### config.mk
export PLATFORM = sky130hd
export DESIGN_NAME = operand_unloader
export DESIGN_NICKNAME = d
export VERILOG_FILES = /design/src/rtl/operand_unloader.sv
export SDC_FILE = /design/constraint.sdc
export NUM_CORES = 1
export LEC_CHECK = 0
export CORE_MARGIN = 2
export CORE_UTILIZATION = 30
export DETAILED_ROUTE_END_ITERATION = 10
export SETUP_SLACK_MARGIN = 0.2
export SYNTH_ARGS = -nofsm -noshare
export SYNTH_HDL_FRONTEND = slang
export SYNTH_SLANG_ARGS = --single-unit
### constraint.sdc
create_clock -name clk -period 1.8 [get_ports clk]
set_input_delay 0.27 -clock clk [delete_from_list [all_inputs] [get_ports clk]]
set_output_delay 0.27 -clock clk [all_outputs]
set_load 0.01 [all_outputs]
### src/rtl/operand_unloader.sv
// Captures four operands (2x16, 2x32) on start and streams them out as six
// 16-bit beats over valid/ready, followed by a one-cycle done pulse.
//
// state  | meaning
// IDLE   | waiting for start; outputs quiet
// SEND   | out_valid high, beat out_idx presented until accepted
// DONE   | one-cycle completion pulse, then back to IDLE
module operand_unloader #(
    parameter bit LSW_FIRST = 1'b1
) (
    input  logic        clk,
    input  logic        rst,
    input  logic        start,
    input  logic [15:0] data_in1,
    input  logic [15:0] data_in2,
    input  logic [31:0] data_in3,
    input  logic [31:0] data_in4,
    output logic [15:0] out_data,
    output logic        out_valid,
    input  logic        out_ready,
    output logic [2:0]  out_idx,
    output logic        busy,
    output logic        done
);

    typedef enum logic [1:0] {
        S_IDLE = 2'd0,
        S_SEND = 2'd1,
        S_DONE = 2'd2
    } state_t;

    state_t      state_q, state_d;
    logic [15:0] d1_q, d1_d;
    logic [15:0] d2_q, d2_d;
    logic [31:0] d3_q, d3_d;
    logic [31:0] d4_q, d4_d;
    logic [2:0]  idx_q, idx_d;
    logic [15:0] data_q, data_d;

    function automatic logic [15:0] beat_sel(
        input logic [2:0]  idx,
        input logic [15:0] a,
        input logic [15:0] b,
        input logic [31:0] c,
        input logic [31:0] d
    );
        logic [15:0] r;
        case (idx)
            3'd0:    r = a;
            3'd1:    r = b;
            3'd2:    r = LSW_FIRST ? c[15:0]  : c[31:16];
            3'd3:    r = LSW_FIRST ? c[31:16] : c[15:0];
            3'd4:    r = LSW_FIRST ? d[15:0]  : d[31:16];
            3'd5:    r = LSW_FIRST ? d[31:16] : d[15:0];
            default: r = 16'h0000;
        endcase
        return r;
    endfunction

    always_comb begin
        state_d = state_q;
        d1_d    = d1_q;
        d2_d    = d2_q;
        d3_d    = d3_q;
        d4_d    = d4_q;
        idx_d   = idx_q;
        data_d  = data_q;
        case (state_q)
            S_IDLE: begin
                if (start) begin
                    d1_d    = data_in1;
                    d2_d    = data_in2;
                    d3_d    = data_in3;
                    d4_d    = data_in4;
                    idx_d   = 3'd0;
                    data_d  = data_in1;
                    state_d = S_SEND;
                end
            end
            S_SEND: begin
                if (out_ready) begin
                    if (idx_q == 3'd5) begin
                        idx_d   = 3'd0;
                        state_d = S_DONE;
                    end else begin
                        // Next beat is looked up from the captured copies so
                        // late input changes cannot leak into the stream.
                        idx_d  = idx_q + 3'd1;
                        data_d = beat_sel(idx_q + 3'd1, d1_q, d2_q, d3_q, d4_q);
                    end
                end
            end
            S_DONE:  state_d = S_IDLE;
            default: state_d = S_IDLE;
        endcase
    end

    always_ff @(posedge clk) begin
        if (rst) begin
            state_q <= S_IDLE;
            d1_q    <= '0;
            d2_q    <= '0;
            d3_q    <= '0;
            d4_q    <= '0;
            idx_q   <= '0;
            data_q  <= '0;
        end else begin
            state_q <= state_d;
            d1_q    <= d1_d;
            d2_q    <= d2_d;
            d3_q    <= d3_d;
            d4_q    <= d4_d;
            idx_q   <= idx_d;
            data_q  <= data_d;
        end
    end

    assign out_data  = data_q;
    assign out_idx   = idx_q;
    assign out_valid = (state_q == S_SEND);
    assign done      = (state_q == S_DONE);
    assign busy      = (state_q != S_IDLE);

endmodule

==> results.json <==
{
  "dr.pass1.iters": 6,
  "fmax_ghz": 0.631,
  "cap_violations": 0,
  "fin_util_pct": 45.0,
  "worstSkewPairLatency_ns": 0.41,
  "syn_avg_cell_area_sq_um": 8.18,
  "vdd_drop_max_mv": 0.738,
  "sw_frac_of_total_pct": 23.8,
  "setup_viol": 0,
  "die_area_sq_um": 18000,
  "cts_root_buf": "clkbuf_16",
  "layout-drive-gt1-share_pct": 14.3,
  "yosys_warnings": 0,
  "power_frac_comb_pct": 14.1,
  "grt_start_max_net_pins": 51,
  "cp.arrival_ns": 1.87,
  "nNetsFinal": 847,
  "syn_inst": 623,
  "synth_cell_types": 36,
  "power.leakage_nw": 2.80,
  "track_usage_pct": 17.0,
  "setup.worst_path.end_class": "register",
  "critPathMaxFanout": 17,
  "die_height_um": 134,
  "antenna_found_initial": 0,
  "path_delay_family": "multiplexers",
  "cp.required_ns": 2.09,
  "powerDensity_nw_per_um2": 966,
  "area_growth_pct": 46.4,
  "numPlacedInstances": 938,
  "grt_setup_unrepaired": "true",
  "max_slew.worst_pin.slew_ns": 0.383,
  "netlist_area_sq_um": 5090,
  "status": "finished clean",
  "synth-seq-cells": 117,
  "setup_tns_ns": 0,
  "grt_overflow_total": 0,
  "switchingPower_mw": 1.71,
  "critical_path_buf_inv_count": 1,
  "report.final.slew_viol_count": 0,
  "synth_edf_count": 0,
  "synth_nets": 723,
  "port_buffers": 121,
  "finalNonFillerCells": 980,
  "start_util_pct": 30.7,
  "first_iter_violations": 455,
  "yosysSeqAreaShare_pct": 46.0,
  "grt_pass1_wl_um": 23800,
  "start_kind": "register",
  "detailed_place.area_sq_um": 6680,
  "routed_via_density": 4.90,
  "vias": 4799,
  "pin_count": 122,
  "mostFrequentLayoutCells": "nand2_1 (209), dfxtp_1 (112), clkdlybuf4s50_1 (108)",
  "hold_path_class": "primary input to register",
  "fin_skew_ns": 0.00788,
  "cts_buffer_depth": 2,
  "crit_chain": "buf_12, mux4_2, nor2_4, a211o_1, a311oi_2",
  "period_share_pct": 88.0,
  "finalWirelength_um": 15400,
  "hold_slack_ns": 0.267,
  "critPathSlowestCell": "mux4_2",
  "die_x_um": 134,
  "critPathMaxStageDelay_ns": 0.54,
  "async_reset_ff_share_pct": 0,
  "routedWlPerCell_um": 15.7,
  "dp_slack_ns": 0.00108,
  "core_sq_um": 16600,
  "cts_sinks": 117,
  "grt_pass1_vias": 4509,
  "final_area_sq_um": 7450,
  "drc_errors": 0,
  "synth-main-ff-cell": "dfxtp_1",
  "hpwl_um": 10800,
  "finalHoldViolCount": 0,
  "p_clk_share_pct": 46.5,
  "clk_pin_slew_ns": 0.05,
  "rows": 47,
  "fin_ws_ns": 0.216,
  "postCtsHoldBufs": 0,
  "slew_headroom_pct": 74.4,
  "internal-power_mw": 5.49,
  "h-tree-depth": 4,
  "cts_tree": "yes",
  "gp_congestion": 0.818,
  "final_common_cell": "nand2_1",
  "ant_nets": 0,
  "cts_buffers": 17,
  "total_power_mw": 7.20,
  "diodes": 0,
  "post-route-min-period_ns": 1.58,
  "power_frac_seq_pct": 39.5,
  "path_class": "register to register"
}
## worst paths after layout
check	slack, ns	cells past startpoint	to	startpoint
max reg2reg	0.22	5	out_data[11]$_SDFFE_PP0P_	out_idx[0]$_SDFFE_PP0P_
max	0.22	5	out_data[11]$_SDFFE_PP0P_	out_idx[0]$_SDFFE_PP0P_
min reg2reg	0.45	2	d3_q[2]$_SDFFE_PP0P_	d3_q[2]$_SDFFE_PP0P_
min	0.27	2	d4_q[13]$_SDFFE_PP0P_	rst
## power groups by stage
stage	sequential [mW]	combinational, mW	clock [mW]
2_1_floorplan	2.88	0.459	0
3_3_place_gp	2.90	0.933	0
3_5_place_dp	2.90	0.941	0
4_1_cts	2.84	0.970	3.41
5_1_grt	2.86	1.11	3.54
6_report	2.84	1.01	3.35
## Yosys cell counts (2+ instances only)
cell type | number | area share (%)
buf_4 | 3 | 0.44
o22ai_1 | 4 | 0.49
mux4_1 | 6 | 3.1
nand3b_1 | 12 | 1.8
buf_6 | 2 | 0.44
dfxtp_1 | 117 | 46
o21ai_0 | 8 | 0.79
and2_1 | 2 | 0.25
o211ai_1 | 4 | 0.59
inv_1 | 2 | 0.15
mux4_2 | 4 | 1.8
a21o_1 | 2 | 0.29
a21oi_1 | 104 | 10
a311oi_2 | 10 | 2.9
a311oi_1 | 6 | 1.0
mux2i_1 | 11 | 2.2
a211o_1 | 10 | 1.7
clkbuf_1 | 27 | 2.0
nand2_1 | 211 | 16
buf_1 | 6 | 0.44
nor2_1 | 30 | 2.2
nor2b_1 | 2 | 0.25
buf_2 | 15 | 1.5
nand3_1 | 2 | 0.20
a22oi_1 | 10 | 1.5
nand2b_1 | 2 | 0.25
nor3_1 | 2 | 0.20
## layout make-up
| type | instances | area, sq um |
|---|---|---|
| fill | 1650 | 9130 |
| multi-input combinational | 450 | 2530 |
| sequential | 117 | 2360 |
| timing repair buffer | 159 | 1700 |
| clock buffer | 22 | 454 |
| tap | 220 | 275 |
| clock inverter | 10 | 130 |
| inverter | 2 | 7.51 |
## kinds of logic (layout without fill, tap and decap cells)
| kind of cell | after synthesis | after routing | share of synthesized area (%) |
|---|---|---|---|
| muxes | 22 | 22 | 7.25 |
| DFF | 117 | 117 | 46.0 |
| buffers and inverters | 56 | 193 | 5.33 |
| and+or+nand+nor | 267 | 267 | 21.3 |
| xor gates and xnor gates | 1 | 1 | 0.172 |
| AOI/OAI and AO/OA | 160 | 160 | 20.0 |
## worst register-to-register path: stages, from the launching register on
cell      delay, ns
dfxtp_4        0.38
buf_12         0.16
mux4_2         0.55
nor2_4         0.14
a211o_1        0.15
a311oi_2       0.09
## per-layer routing
metal  vias up  wire, um  GRT usage (%)
li1       2381         -              -
met1      2207      7360           24.4
met2       186      6710           24.1
met3        25       994           4.42
met4         0       352           7.08
met5         -         0              0
## flip-flops by register name, indices dropped and copies added, names as in the netlist
register  flops
d1_q         16
d2_q         16
out_data     16
state_q       2
out_idx       3
d3_q         32
d4_q         32
## repair_timing
action / 4_1_cts / 5_1_grt
gates cloned: 1 / 3
hold endpoints to repair: 0 / 0
setup buffers: 2 / 4
pin swaps: 1 / 3
resized for setup: 24 / 26
endpoints found under the setup margin: 23 / 22
Note: power is estimated with default switching activity, not from simulation.
